## src/rtl/hazard_pkg.sv

```systemverilog
// Shared definitions for the ID/EX hazard and forwarding logic.
// Holds the dependency-code encoding produced by the ID-stage dependency
// detector, the EX forwarding-mux select encoding, and the hazard FSM state
// type. The dependency detector imports these same constants so the two
// ends of the dep_code bus never drift apart.
package hazard_pkg;

  localparam int DEP_W = 6;
  localparam int SEL_W = 3;

  // Dependency codes: where the producer of an ID source operand currently sits
  localparam logic [DEP_W-1:0] DEP_NONE     = 6'd0;
  localparam logic [DEP_W-1:0] DEP_ALU_EX   = 6'd1;
  localparam logic [DEP_W-1:0] DEP_ALU_MEM  = 6'd2;
  localparam logic [DEP_W-1:0] DEP_LOAD_EX  = 6'd3;
  localparam logic [DEP_W-1:0] DEP_LOAD_MEM = 6'd4;
  localparam logic [DEP_W-1:0] DEP_WB       = 6'd5;

  // EX-stage operand mux selects
  localparam logic [SEL_W-1:0] SEL_REGFILE = 3'd0;
  localparam logic [SEL_W-1:0] SEL_MEM_ALU = 3'd1;
  localparam logic [SEL_W-1:0] SEL_WB      = 3'd2;
  localparam logic [SEL_W-1:0] SEL_WB_HOLD = 3'd3;

  typedef enum logic [1:0] {
    ST_RUN      = 2'd0,
    ST_LU_STALL = 2'd1,
    ST_DWAIT    = 2'd2
  } hazard_state_t;

endpackage

```

## src/rtl/fwd_sel_map.sv

```systemverilog
// Combinational translation of one operand's dependency code into the EX
// forwarding-mux select.
//   code : dependency code from the ID-stage detector
//   sel  : forwarding-mux select for that operand
//   err  : high when the code is outside the defined range
module fwd_sel_map
  import hazard_pkg::*;
(
  input  logic [DEP_W-1:0] code,
  output logic [SEL_W-1:0] sel,
  output logic             err
);

  // A load still in EX cannot forward anything useful; the stall logic takes
  // care of it, so it reads the regfile path. A load already in MEM has its
  // data arriving in WB by the time the consumer is in EX, hence SEL_WB.
  always_comb begin
    sel = SEL_REGFILE;
    err = 1'b0;
    case (code)
      DEP_NONE:     sel = SEL_REGFILE;
      DEP_ALU_EX:   sel = SEL_MEM_ALU;
      DEP_ALU_MEM:  sel = SEL_WB;
      DEP_LOAD_EX:  sel = SEL_REGFILE;
      DEP_LOAD_MEM: sel = SEL_WB;
      DEP_WB:       sel = SEL_WB_HOLD;
      default: begin
        sel = SEL_REGFILE;
        err = 1'b1;
      end
    endcase
  end

endmodule

```

## src/rtl/hazard_fwd_ctrl.sv

```systemverilog
// Hazard controller sitting between ID and EX of the 16-bit 5-stage core.
// Sequences the load-use stall, data-cache freeze and mispredict flush, and
// registers the EX forwarding selects one cycle after ID sees the codes.
//   clk, reset          : core clock, async active-high reset
//   dep_code_rs/rt      : ID operand dependency codes
//   valid_inst_ID       : ID holds a real instruction
//   i_ready             : fetch completed this cycle
//   d_busy              : data cache miss in progress, MEM frozen
//   mispredict_EX       : branch in EX was mispredicted
//   pc_write            : PC update enable
//   ifid_write/flush    : IF/ID latch enable / load bubble
//   idex_write/bubble   : ID/EX latch enable / load bubble
//   fwd_sel_rs/rt       : registered EX forwarding-mux selects
//   dep_err             : sticky, an out-of-range code reached EX
//   stall_cycles        : saturating count of cycles with pc_write low
module hazard_fwd_ctrl
  import hazard_pkg::*;
#(
  parameter int CNT_W = 16
) (
  input  logic             clk,
  input  logic             reset,
  input  logic [DEP_W-1:0] dep_code_rs,
  input  logic [DEP_W-1:0] dep_code_rt,
  input  logic             valid_inst_ID,
  input  logic             i_ready,
  input  logic             d_busy,
  input  logic             mispredict_EX,
  output logic             pc_write,
  output logic             ifid_write,
  output logic             ifid_flush,
  output logic             idex_write,
  output logic             idex_bubble,
  output logic [SEL_W-1:0] fwd_sel_rs,
  output logic [SEL_W-1:0] fwd_sel_rt,
  output logic             dep_err,
  output logic [CNT_W-1:0] stall_cycles
);

  hazard_state_t state, next_state;

  logic             load_use;
  logic             pc_w, ifid_w, ifid_f, idex_w, idex_b;
  logic [SEL_W-1:0] map_rs, map_rt;
  logic             err_rs, err_rt;
  logic             advance_real;

  fwd_sel_map u_map_rs (
    .code (dep_code_rs),
    .sel  (map_rs),
    .err  (err_rs)
  );

  fwd_sel_map u_map_rt (
    .code (dep_code_rt),
    .sel  (map_rt),
    .err  (err_rt)
  );

  // The stall is only raised from RUN or DWAIT: once the bubble has been
  // inserted the load has moved on to MEM, so a lingering code 3 is stale.
  assign load_use = valid_inst_ID && (state != ST_LU_STALL) &&
                    ((dep_code_rs == DEP_LOAD_EX) || (dep_code_rt == DEP_LOAD_EX));

  // Priority chain: cache freeze, then mispredict flush, then load-use,
  // then fetch stall. DWAIT behaves like RUN once d_busy drops, so the
  // exiting cycle gets the full evaluation (including a held mispredict).
  always_comb begin
    next_state = ST_RUN;
    pc_w       = 1'b1;
    ifid_w     = 1'b1;
    ifid_f     = 1'b0;
    idex_w     = 1'b1;
    idex_b     = 1'b0;
    if (d_busy) begin
      pc_w       = 1'b0;
      ifid_w     = 1'b0;
      idex_w     = 1'b0;
      next_state = ST_DWAIT;
    end else if (mispredict_EX) begin
      ifid_f = 1'b1;
      idex_b = 1'b1;
    end else if (load_use) begin
      pc_w       = 1'b0;
      ifid_w     = 1'b0;
      idex_b     = 1'b1;
      next_state = ST_LU_STALL;
    end else if (!i_ready) begin
      pc_w   = 1'b0;
      ifid_f = 1'b1;
    end
  end

  // While reset is held the pipeline must stay parked with a bubble queued
  // in ID/EX, independent of whatever the inputs are doing.
  always_comb begin
    pc_write    = pc_w   && !reset;
    ifid_write  = ifid_w && !reset;
    ifid_flush  = ifid_f && !reset;
    idex_write  = idex_w && !reset;
    idex_bubble = idex_b || reset;
  end

  always_ff @(posedge clk or posedge reset) begin
    if (reset) begin
      state <= ST_RUN;
    end else begin
      state <= next_state;
    end
  end

  assign advance_real = idex_w && !idex_b && valid_inst_ID;

  // Forwarding selects follow the instruction into EX. A bubble entering
  // EX reads the regfile; a frozen ID/EX keeps the selects it already has.
  always_ff @(posedge clk or posedge reset) begin
    if (reset) begin
      fwd_sel_rs <= SEL_REGFILE;
      fwd_sel_rt <= SEL_REGFILE;
    end else if (advance_real) begin
      fwd_sel_rs <= map_rs;
      fwd_sel_rt <= map_rt;
    end else if (idex_w) begin
      fwd_sel_rs <= SEL_REGFILE;
      fwd_sel_rt <= SEL_REGFILE;
    end
  end

  // Sticky error: only a code attached to a real instruction moving into EX
  // is meaningful; codes on bubbles or frozen cycles are ignored.
  always_ff @(posedge clk or posedge reset) begin
    if (reset) begin
      dep_err <= 1'b0;
    end else if (advance_real && (err_rs || err_rt)) begin
      dep_err <= 1'b1;
    end
  end

  // Performance counter of PC-hold cycles, pinned at all-ones once full.
  always_ff @(posedge clk or posedge reset) begin
    if (reset) begin
      stall_cycles <= '0;
    end else if (!pc_w && (stall_cycles != {CNT_W{1'b1}})) begin
      stall_cycles <= stall_cycles + 1'b1;
    end
  end

endmodule

```

## config.mk

```make
export PLATFORM = sky130hd
export DESIGN_NAME = hazard_fwd_ctrl
export DESIGN_NICKNAME = d
export VERILOG_FILES = /design/src/rtl/hazard_pkg.sv /design/src/rtl/fwd_sel_map.sv /design/src/rtl/hazard_fwd_ctrl.sv
export SDC_FILE = /design/constraint.sdc
export NUM_CORES = 1
export LEC_CHECK = 0
export CORE_MARGIN = 1
export CORE_UTILIZATION = 39
export CTS_CLUSTER_SIZE = 8
export DETAILED_ROUTE_END_ITERATION = 6
export GPL_TIMING_DRIVEN = 1
export MAX_ROUTING_LAYER = met4
export PLACE_DENSITY = 0.82
export SETUP_SLACK_MARGIN = 0.3
export SLEW_MARGIN = 20
export SYNTH_ARGS = -nofsm -noshare
export SYNTH_HDL_FRONTEND = slang
export SYNTH_SLANG_ARGS = --single-unit
```

## constraint.sdc

```tcl
create_clock -name clk -period 1.8 [get_ports clk]
set_input_delay 0.36 -clock clk [delete_from_list [all_inputs] [get_ports clk]]
set_output_delay 0.36 -clock clk [all_outputs]
set_load 0.005 [all_outputs]
```

== Word-level counts from Yosys, hierarchy flattened ==
Index checks and enable logic that the tools add are counted.

* Register bits after elaboration: 25
* Output and inout port bits: 28
* Logic and storage cells: 66

* Add/subtract/negate cells: 1
* Equality and inequality tests: 13
* Multiplexer cells: 25
* Reduce and logical (&&, ||, !) cells: 22

{| class="wikitable"
|+ Operators by type and width
! kind !! count
|-
| 6-bit by 2-bit equality test with 1-bit output, second input constant || 4
|-
| 6-bit by 3-bit equality test with 1-bit output, second input constant || 4
|-
| 1-bit two-way mux || 19
|-
| 16-bit by 1-bit adder with 16-bit output, second input constant || 1
|-
| 16-bit != test, second input constant || 1
|-
| 6-bit by 1-bit equality test with 1-bit output, second input constant || 2
|-
| 6-bit zero test || 2
|-
| 2-bit one-hot mux with 3 select lines || 2
|-
| 6-bit OR reduction || 2
|-
| 1-bit logical AND || 10
|-
| 3-bit two-way mux || 3
|-
| 2-bit by 1-bit != test with 1-bit output, second input constant || 2
|-
| 2-bit OR reduction || 2
|-
| 1-bit zero test || 3
|-
| 1-bit logical OR || 3
|-
| 2-bit two-way mux || 1
|}

== Depth between registers and ports, before layout ==
* Depth in word-level cells: 10
* Gate-level depth with buffers: 6
* Depth with buffers taken out: 5

== By module ==
From an unflattened synthesis, not the netlist that was laid out.

* Cell total of the unflattened synthesis: 136
* Area total of the unflattened synthesis: 1370.1 um^2

{| class="wikitable"
|+ Modules (own cells, without submodules)
! module !! times used !! cells each !! area each (um^2) !! seq. area each (um^2)
|-
| hazard_fwd_ctrl || 1 || 120 || 1244.9 || 625.6
|-
| fwd_sel_map || 2 || 8 || 62.6 || 0.0
|}

== Worst setup path after synthesis ==
OpenSTA, ideal clock, no wires.

* Kind: in2reg
* Start point: input dep_code_rt[3]
* End point: register stall_cycles[7]
* Arrival: 1.772 ns
* Required time: 1.721 ns
* Setup slack: -0.051 ns
* Cell stages on the path: 6
* Path buffers: 1
* Cells stage by stage: or3_4 -> o22ai_4 -> a41oi_4 -> buf_6 -> nor4_1 -> xor2_1

* Longest elaborated chain between the ends: 8

{| class="wikitable"
|+ RTL lines
! item !! line !! RTL
|-
| from (decl) || hazard_fwd_ctrl.sv:24 || <nowiki>input logic [DEP_W-1:0] dep_code_rt,</nowiki>
|-
| 6-bit by 2-bit equality test with 1-bit output || hazard_fwd_ctrl.sv:63 || <nowiki>((dep_code_rs == DEP_LOAD_EX) || (dep_code_rt == DEP_LOAD_EX));</nowiki>
|-
| 1-bit logical OR || hazard_fwd_ctrl.sv:63 ||
|-
| 1-bit logical AND || hazard_fwd_ctrl.sv:62 || <nowiki>assign load_use = valid_inst_ID && (state != ST_LU_STALL) &&</nowiki>
|-
| 1-bit two-way mux || hazard_fwd_ctrl.sv:83 || <nowiki>end else if (load_use) begin</nowiki>
|-
| 1-bit two-way mux || hazard_fwd_ctrl.sv:80 || <nowiki>end else if (mispredict_EX) begin</nowiki>
|-
| 1-bit two-way mux || hazard_fwd_ctrl.sv:75 || <nowiki>if (d_busy) begin</nowiki>
|-
| 1-bit zero test || hazard_fwd_ctrl.sv:143 || <nowiki>end else if (!pc_w && (stall_cycles != {CNT_W{1'b1}})) begin</nowiki>
|-
| 1-bit logical AND || hazard_fwd_ctrl.sv:143 ||
|-
| to (signal assigned) || hazard_fwd_ctrl.sv:144 || <nowiki>stall_cycles <= stall_cycles + 1'b1;</nowiki>
|-
| to (decl) || hazard_fwd_ctrl.sv:37 || <nowiki>output logic [CNT_W-1:0] stall_cycles</nowiki>
|}

Every way passes these cells.
A chain may end at the register's enable or synchronous reset.

== Final worst setup path ==
* Start point: input dep_code_rt[3]
* End point: output pc_write

* Longest elaborated chain between the ends: 7

{| class="wikitable"
|+ RTL lines
! item !! line !! RTL
|-
| 6-bit by 2-bit equality test with 1-bit output || hazard_fwd_ctrl.sv:63 ||
|-
| 1-bit logical OR || hazard_fwd_ctrl.sv:63 ||
|-
| 1-bit logical AND || hazard_fwd_ctrl.sv:62 ||
|-
| 1-bit two-way mux || hazard_fwd_ctrl.sv:83 ||
|-
| 1-bit two-way mux || hazard_fwd_ctrl.sv:80 ||
|-
| 1-bit two-way mux || hazard_fwd_ctrl.sv:75 ||
|-
| 1-bit logical AND || hazard_fwd_ctrl.sv:97 || <nowiki>pc_write = pc_w && !reset;</nowiki>
|-
| to (decl) || hazard_fwd_ctrl.sv:29 || <nowiki>output logic pc_write,</nowiki>
|}

Every way passes these cells.

==> metrics.yaml <==
switchingPower_mw: 0.8317
fmax_mhz: 509.4
synth_cells: 125
end_kind: "primary output"
startpoint_type: "primary input"
arrival_ps: 1600
synth_top_family_by_area: "simple AND/OR/NAND/NOR gates"
grt_antenna_before_repair: 0
rsz0062_at_grt: "true"
placementRows: 20
cpPeakStageDelay_ps: 390
period_needed_ps: 1963
insertion_delay_ps: 320
tightest_slew_ps: 646.9
die_y_um: 58.56
clk_pin_slew_worst_paths_ps: 120
cts_tree: "done"
busiest_layer: "met2"
violations: "setup timing"
drv_cap: 0
grt_pass1_wl_um: 6361
critPathKind: "in2out"
syn_area_per_cell_um2: 9.980
layout_setup_ws_ps: -162.9
gp_congestion: 0.8906
drc_errors: 0
worst-path-buf-inv: 3
nets: 235
slowest_stage: "or3_4"
grt_use_met2: 0.4598
dp.cells: 231
num_vias: 1337
root_buffer: "clkbuf_4"
cts_buffers: 3
cts_buffer_depth: 2
cts_hold_buf: 0
use_met1: 0.2847
ys_async_sr_fraction: 1.000
power_frac_seq: 0.365
cts_sinks: 23
finalHoldViolations: 0
p_per_area_mw_per_mm2: 891.2
yosys.area_share.simple: 0.2417
p_int_mw: 1.322
wirelength_um: 4488
dieArea_mm2: 0.003429
core_mm2: 0.003053
combPwrFrac: 0.523
synth_fa_ha_area_frac: 0.01003
synth_cell_types: 36
synth_edf_count: 0
drt_iter0_drc: 46
drt-pass1-iter-count: 4
setup_viol: 13
finClkSkew_ps: 1.531
yosys.area.top_type: "dfrtp_1"
ir_drop_mv: 0.8055
die_w_um: 58.56
outcome: "complete, but fails checks"
layout-drive-gt1-share: 0.4605
power_leakage_nw: 1.075
crit_family: "simple AND/OR/NAND/NOR gates"
hp-class: "in2async"
vias_per_cell: 5.162
slew_violations: 0
finalSetupTns_ps: -799.2
swShare: 0.3862
cp_data_required_time_ps: 1440
cts-htree-levels: 1
track_usage: 0.2562
port_buffers: 43
slew_headroom: 0.5677
cpMostUsedCell: "buf_6"
yosysSeqAreaShare: 0.4614
antenna_cells: 0
synth_xor_area_frac: 0.09829
area_delta_synth_final_pct: 93.68
place_hpwl_um: 2632
grt_start_max_net_pins: 24
yosys-top-cells-area: "dfrtp_1, xor2_1, nand2_1, nor3_1, nor4_1"
yosysWarnings: 0
drtAntennaViolNets: 0
synth_seq_cells: 23
synth_top_area_share: 0.4614
ys.flop_type: "dfrtp_1"
synth_compound_area_frac: 0.1063
synth_most_common_cell: "dfrtp_1"
overflow: 0
mappedNetlistArea_mm2: 0.001247
start_util: 0.4086
pwr-share-clk: 0.113
synth_common_cells: "dfrtp_1, nand2_1, xor2_1, nor3_1, nand3_1"
grt_pass1_vias: 1411
worst-path-max-fanout: 2
finalCritPeriodShare: 1.091
met3_usage: 0.02198
stdcell_count: 259
pin_count: 46
synth_mux_area_frac: 0.03410
place_worst_setup_slack_ps: -794.3
worstPathCellList: "buf_6 -> or3_4 -> o22ai_4 -> nand3_4 -> buf_6 -> a21oi_4 -> nor3_2 -> buf_2"
post_drt_wl_per_cell_um: 17.33
[metal layers]
layer	share of wire	wire length [um]
met5	0	0
met4	0.035	156
met3	0.036	163
met1	0.39	1738
met2	0.54	2429
[flip-flops by register name, summed over array words and instances, names as in the netlist]
signal / count
state: 2
fwd_sel_rs: 2
dep_err: 1
fwd_sel_rt: 2
stall_cycles: 16
[worst register-to-register path: cells and delay by family (launching register included)]
family,cells,cell delay (ps)
XOR/XNOR,1,180
buffers and inverters,2,300
flip-flops,1,370
AND/OR/NAND/NOR,4,770
[cells by family (layout without fill, tap and decap cells)]
logic type,after synthesis,count (layout)
other cells,1,2
flops,23,23
xor+xnor,14,14
fa+ha+maj,1,1
compound gates,14,14
mux,4,4
simple gates,57,57
buf+inv,11,100
[stage by stage]
step | hold WS [ps] | power (mW) | util | cell area [um2]
after floorplan | 369.0 | 1.208 | - | 1395
after global placement | 463.3 | 1.650 | 0.6643 | 2028
after detailed placement | 473.2 | 1.700 | 0.6643 | 2028
after CTS | 280.6 | 2.056 | 0.7369 | 2250
after global routing | 347.9 | 2.275 | 0.7914 | 2416
final | 294.6 | 2.153 | 0.7914 | 2416
[final cells by class]
| cell class | instances | area (um2) |
|---|---|---|
| clock buffer | 4 | 26.28 |
| fill | 206 | 636.9 |
| inverter | 6 | 22.52 |
| multi-input combinational | 92 | 962.2 |
| sequential | 23 | 576.8 |
| tap | 44 | 55.05 |
| timing repair buffer | 90 | 773.2 |
[cell usage in the layout (no fill, tap or decap), types with 2 or more instances in the layout]
cell | synthesis | final
buf_4 | 2 | 32
dlygate4sd2_1 | 0 | 29
dfrtp_1 | 23 | 22
buf_6 | 1 | 15
nand2_1 | 14 | 14
xor2_1 | 13 | 13
nor4_4 | 0 | 7
buf_2 | 0 | 7
inv_1 | 6 | 6
nor2_1 | 6 | 5
nor3_4 | 0 | 5
nand3_1 | 8 | 4
or3_4 | 2 | 3
and3_1 | 3 | 3
nand3_4 | 0 | 3
clkbuf_4 | 0 | 3
nand3b_1 | 2 | 2
nor2_4 | 0 | 2
mux2i_1 | 2 | 2
o31ai_4 | 0 | 2
o41ai_2 | 0 | 2
nor3_1 | 9 | 2
a21oi_4 | 0 | 2
nor3_2 | 0 | 2
mux2_4 | 0 | 2
conb_1 | 1 | 2
clkdlybuf4s50_1 | 0 | 2
clkbuf_2 | 0 | 2
[power by group through the flow]
stage                     Sequential (mW)  Clock (mW)  Combinational [mW]
after floorplan                     0.820           0               0.388
after global placement              0.811           0               0.839
after detailed placement            0.823           0               0.877
after CTS                           0.774       0.249                1.03
after global routing                0.798       0.259                1.22
final                               0.785       0.243                1.13
[path summary, 6_finish.rpt]
kind	slack [ps]	to	depth (start not counted)	startpoint
min in group clk	440	fwd_sel_rt[0]	4	dep_code_rt[4]
min	290	state[1]	3	reset
min reg2reg	490	stall_cycles[11]	1	stall_cycles[11]
max	-160	pc_write	8	dep_code_rt[3]
max reg2reg	60	stall_cycles[5]	7	stall_cycles[2]
max in group asynchronous	1260	stall_cycles[3]	3	reset
[repair_timing]
action,CTS,global route
gates resized for setup,88,28
pin swaps,30,17
buffers inserted,20,4
endpoints found under the setup margin,48,27
Power figures use the tool's default switching activity.
==> patch 1, RTL diff (same settings) <==
The package constant `SEL_W` goes from 3 to 2.
--- a/src/rtl/hazard_pkg.sv
+++ b/src/rtl/hazard_pkg.sv
@@ -6,7 +6,7 @@
 package hazard_pkg;
 
   localparam int DEP_W = 6;
-  localparam int SEL_W = 3;
+  localparam int SEL_W = 2;
 
   // Dependency codes: where the producer of an ID source operand currently sits
   localparam logic [DEP_W-1:0] DEP_NONE     = 6'd0;
Ports: changed (resized fwd_sel_rs and fwd_sel_rt); port bits go from 46 to 44. No check against the original RTL was run, so the function may have changed too.
==> patch 1 against the unedited design <==
Total power decreased by 4.4%. Via count decreased by 0.30%. Worst setup slack gained 0.18 ns. Final area is 10% lower. Combinational power shrank 11%. Wire length fell by 15%. Clock skew up 0.0036 ns. Sequential cell count unchanged. Fmax grew 10%. Non-clock buffer count shrank 5. Synthesized area is 0.10% higher. Count of clock-buffer cells in the layout is 1 lower. Cell count shrank 1.2%. Highest routed layer unchanged.
==> patch 1: results (changes against the unedited design) <==
global-route wire length before repair 6175 um (-2.9%); DP Worst Slack -0.7659 ns (+0.02842 ns); reg2reg setup slack 0.02 ns (-0.04 ns); GRT Overall Usage 24.61% (-1.0 points); Seq area share 26.72% (+2.8 points); FFs w/ async S/R, synth 100.0% (unchanged); R2R cell count 6 (-1); worst-skew pair later-pin latency 0.33 ns; placed wire-length estimate 2586 um (-1.7%); switching power 740.1 uW (-11%); #MultiIn Comb 94 (+2.2%); CP max stage cell dfrtp_1; Vias/cell 5.207 (+0.87%); Inserted Diodes 0 (unchanged); crit path to stall_cycles[1]; leakage 0.001001 uW (-6.8%); Hold Violations, Final 0 (unchanged); critical path class flip-flop to flip-flop; distinct cell type count after synthesis 37 (+2.8%); sequential standard cell area 579.3 um^2 (+0.43%); Avg WL per Cell 14.86 um (-14%); final hold slack 0.1226 ns (-0.1720 ns); Area contributors post-synth dfrtp_1, xor2_1, nor3_1, nand2_1, nand3_1; Clock Sinks 23 (unchanged); critical path peak fanout 5 (+3); Rel. slew slack 77.45% (+21 points); critical path's largest stage delay 0.39 ns (about the same); non-clk buf share 31.91% (-0.094 points); DRT iter0 DRCs 43 (-6.5%); skew final 0.005086 ns (+0.003555 ns); routed wire length 3803 um (-15%); pin count of the biggest net entering global routing 24 (unchanged); Fillers 241 (+17%); DP Area 1919 um^2 (-5.4%); RR Startpoint state[1]; syn avg cell area 9.910 um^2 (-0.69%); # port buffers 43 (unchanged); clock network area share 1.269% (+0.18 points); setup total negative slack 0 ns (+0.7992 ns); FMAX 0.5604 GHz (+10%); Max VDD drop 0.0004068 V (-49%); status completed; list of most frequent post-synthesis cells dfrtp_1, nand2_1, nor3_1; multi-input combinational area share 36.53% (-3.3 points); GPL Wtd Cong 0.8404 (-5.6%); buffers outside the clock class 85 (-5.6%); via count of the first global-routing pass 1,484 (+5.2%); sequential share of the synthesized area 46.09% (-0.046 points); critical path arrival 2.01 ns (+0.41 ns); Root Buffer Master clkbuf_4; First-pass DRT Iterations 4 (unchanged); share of cells above drive strength 1 44.34% (-1.7 points)
-- patch 1: routing by layer --
metal	GRT usage (%)	part of all wire, %
met3	3.736	4.1
met2	47.62	56
met1	23.53	38
met4	11.90	1.3
met5	-	0
-- patch 1: kinds of logic (layout without fill, tap and decap cells) --
family	count (synthesis)	count (layout)	synth area share (%)
AO/OA/AOI/OAI	15	15	9.820
XOR/XNOR	12	12	8.418
adder cells (fa/ha/maj)	1	1	1.002
buffers and inverters	9	95	3.307
flip-flops	23	23	46.09
multiplexers	4	4	3.507
AND/OR/NAND/NOR	62	62	27.86
-- patch 1: power groups by stage --
stage                     logic [uW]  clock network, uW  registers [uW]
final                           1010                255             796
after global routing            1100                271             816
after CTS                        965                258             795
after floorplan                  340                  0             863
after detailed placement         782                  0             884
after global placement           754                  0             868
-- patch 1: timing repair --
| item | 4_1_cts | 5_1_grt |
|---|---|---|
| gates resized for setup | 100 | 20 |
| setup endpoints to repair | 47 | 26 |
| pin swaps | 13 | 11 |
| setup buffers | 19 | 2 |
==> patch 2, RTL diff (same flow settings) <==
Without the edit above. Put one more register stage on the output `dep_err`, cleared by the reset. The value now appears one clock later. The other outputs are not delayed to match.
--- a/src/rtl/hazard_fwd_ctrl.sv
+++ b/src/rtl/hazard_fwd_ctrl.sv
@@ -36,6 +36,8 @@
   output logic             dep_err,
   output logic [CNT_W-1:0] stall_cycles
 );
+
+  logic dep_err_s0;
 
   hazard_state_t state, next_state;
 
@@ -130,9 +132,9 @@
   // is meaningful; codes on bubbles or frozen cycles are ignored.
   always_ff @(posedge clk or posedge reset) begin
     if (reset) begin
-      dep_err <= 1'b0;
+      dep_err_s0 <= 1'b0;
     end else if (advance_real && (err_rs || err_rt)) begin
-      dep_err <= 1'b1;
+      dep_err_s0 <= 1'b1;
     end
   end
 
@@ -145,5 +147,13 @@
     end
   end
 
+  always_ff @(posedge clk or posedge reset) begin
+    if (reset) begin
+      dep_err <= '0;
+    end else begin
+      dep_err <= dep_err_s0;
+    end
+  end
+
 endmodule
 
Function: changed (Yosys sat finds a counterexample within 4 cycles, from zero or initial values and one cycle with reset high).
==> patch 2 against the unedited design <==
The run still ends with negative setup slack left. Sequential power decreased by 8.2%. Cell count increased by 3.1%. Sequential cell count increased by 1. Final area decreased by 1.2%. Global-route usage increased by 1.9 points. Wire length increased by 0.78%. Worst setup slack improved by 0.022 ns. Synthesized area increased by 3.0%. Highest routed layer unchanged. Total power decreased by 15%. Critical path depth unchanged.
==> patch 2: results (changes against the unedited design) <==
failing checks negative setup slack; pin count of the biggest net entering global routing 25 (+4.2%); share of cells above drive strength 1 47.98% (+1.9 points); leakage 0.001193 uW (+11%); worst-skew pair later-pin latency 0.31 ns; setup total negative slack -0.5800 ns (+0.2192 ns); Fillers 212 (+2.9%); met2 WL 2490 um (+2.5%); Max VDD drop 0.0006815 V (-15%); Gate Count Post-Synth 124 (-0.80%); Comb group 824 uW (-27%); # port buffers 43 (unchanged); met2 Use GR 51.85% (+5.9 points); R2R cell count 7 (unchanged); Worst Setup SP dep_code_rt[3]; critical path arrival 1.58 ns (-0.02 ns); DP Worst Slack -0.7843 ns (+0.009970 ns); status complete, but fails checks; critical path's largest stage delay 0.39 ns (about the same); CP max stage cell or3_4; Area contributors post-synth dfrtp_1, xnor2_1, nand4_1, nand3_1, mux2i_1; DP Area 1958 um^2 (-3.5%); GRT Overall Usage 27.56% (+1.9 points); DRT iter0 DRCs 42 (-8.7%); CP top delay family simple AND/OR/NAND/NOR gates; reg-to-reg endpoint stall_cycles[1]; synth warn 0 (unchanged); list of most frequent post-synthesis cells dfrtp_1, xnor2_1, nand3_1, nor2_1; Min-Delay Path Class primary input to asynchronous set/reset pin; met3 WL 295 um (+81%); GPL Wtd Cong 0.7966 (-11%); vias post-DR 1,412 (+5.6%); met3 Use GR 8.079% (+5.9 points); routed wire length 4523 um (+0.78%); reg2reg setup slack 0.04 ns (-0.02 ns); skew final 0.004460 ns (+0.002929 ns); Nets 243 (+3.4%); RR Startpoint stall_cycles[1]; power share of the combinational group 45.2% (-7.1 points); Root Buffer Master clkbuf_4; distinct cell type count after synthesis 40 (+11%); Setup WS post-layout -0.1409 ns (+0.02203 ns); Placed Instances 231 (unchanged); WL met1 1632 um (-6.1%); crit path to ifid_flush; Clk power 278 uW (+14%); placed wire-length estimate 2676 um (+1.7%); Avg WL per Cell 16.94 um (-2.2%); critical path peak fanout 3 (+1); First-pass DRT Iterations 4 (unchanged); initial antenna violation count 0 (unchanged); global-route wire length before repair 6824 um (+7.3%); Inserted Diodes 0 (unchanged); max reg flops 16 (unchanged); final-report setup violation count 6 (-7); via count of the first global-routing pass 1,502 (+6.4%); Sw Share 31.20% (-7.4 points); sequential share of the synthesized area 46.74% (+0.60 points); M1 GR Usage 26.15% (-2.3 points); final hold slack 0.2818 ns (-0.01276 ns)
[patch 2: changes by cell type in the layout (fill, tap and decap cells not counted), sizes merged, moves of 6 or more]
cell | before | now
buf | 56 | 66
nand2 | 14 | 8
nand4 | 1 | 7
nor4 | 7 | 0
xnor2 | 1 | 11
xor2 | 13 | 1
[patch 2: timing repair]
action / CTS / global route
gates resized for setup: 101 / 19
buffers inserted: 26 / 4
gates cloned: 2 / 0
endpoints found under the setup margin: 48 / 28
pin swaps: 19 / 15
[patch 2: cells by family after synthesis]
logic type	Yosys count	synth area share, %
compound gates	18	10.42
xor+xnor	12	8.179
fa+ha+maj	1	0.9736
buf+inv	12	4.674
flops	24	46.74
mux	5	4.381
other cells	1	0.2918
simple gates	51	24.34
[patch 2: cell type report]
type	instances	area (um^2)	area share, %
flip-flops and latches	24	603.1	25.26
multi-input cells	89	789.5	33.07
well taps	44	55.05	2.306
clock buffers	4	36.28	1.520
inverters	7	26.28	1.101
repair buffers	99	877.1	36.74
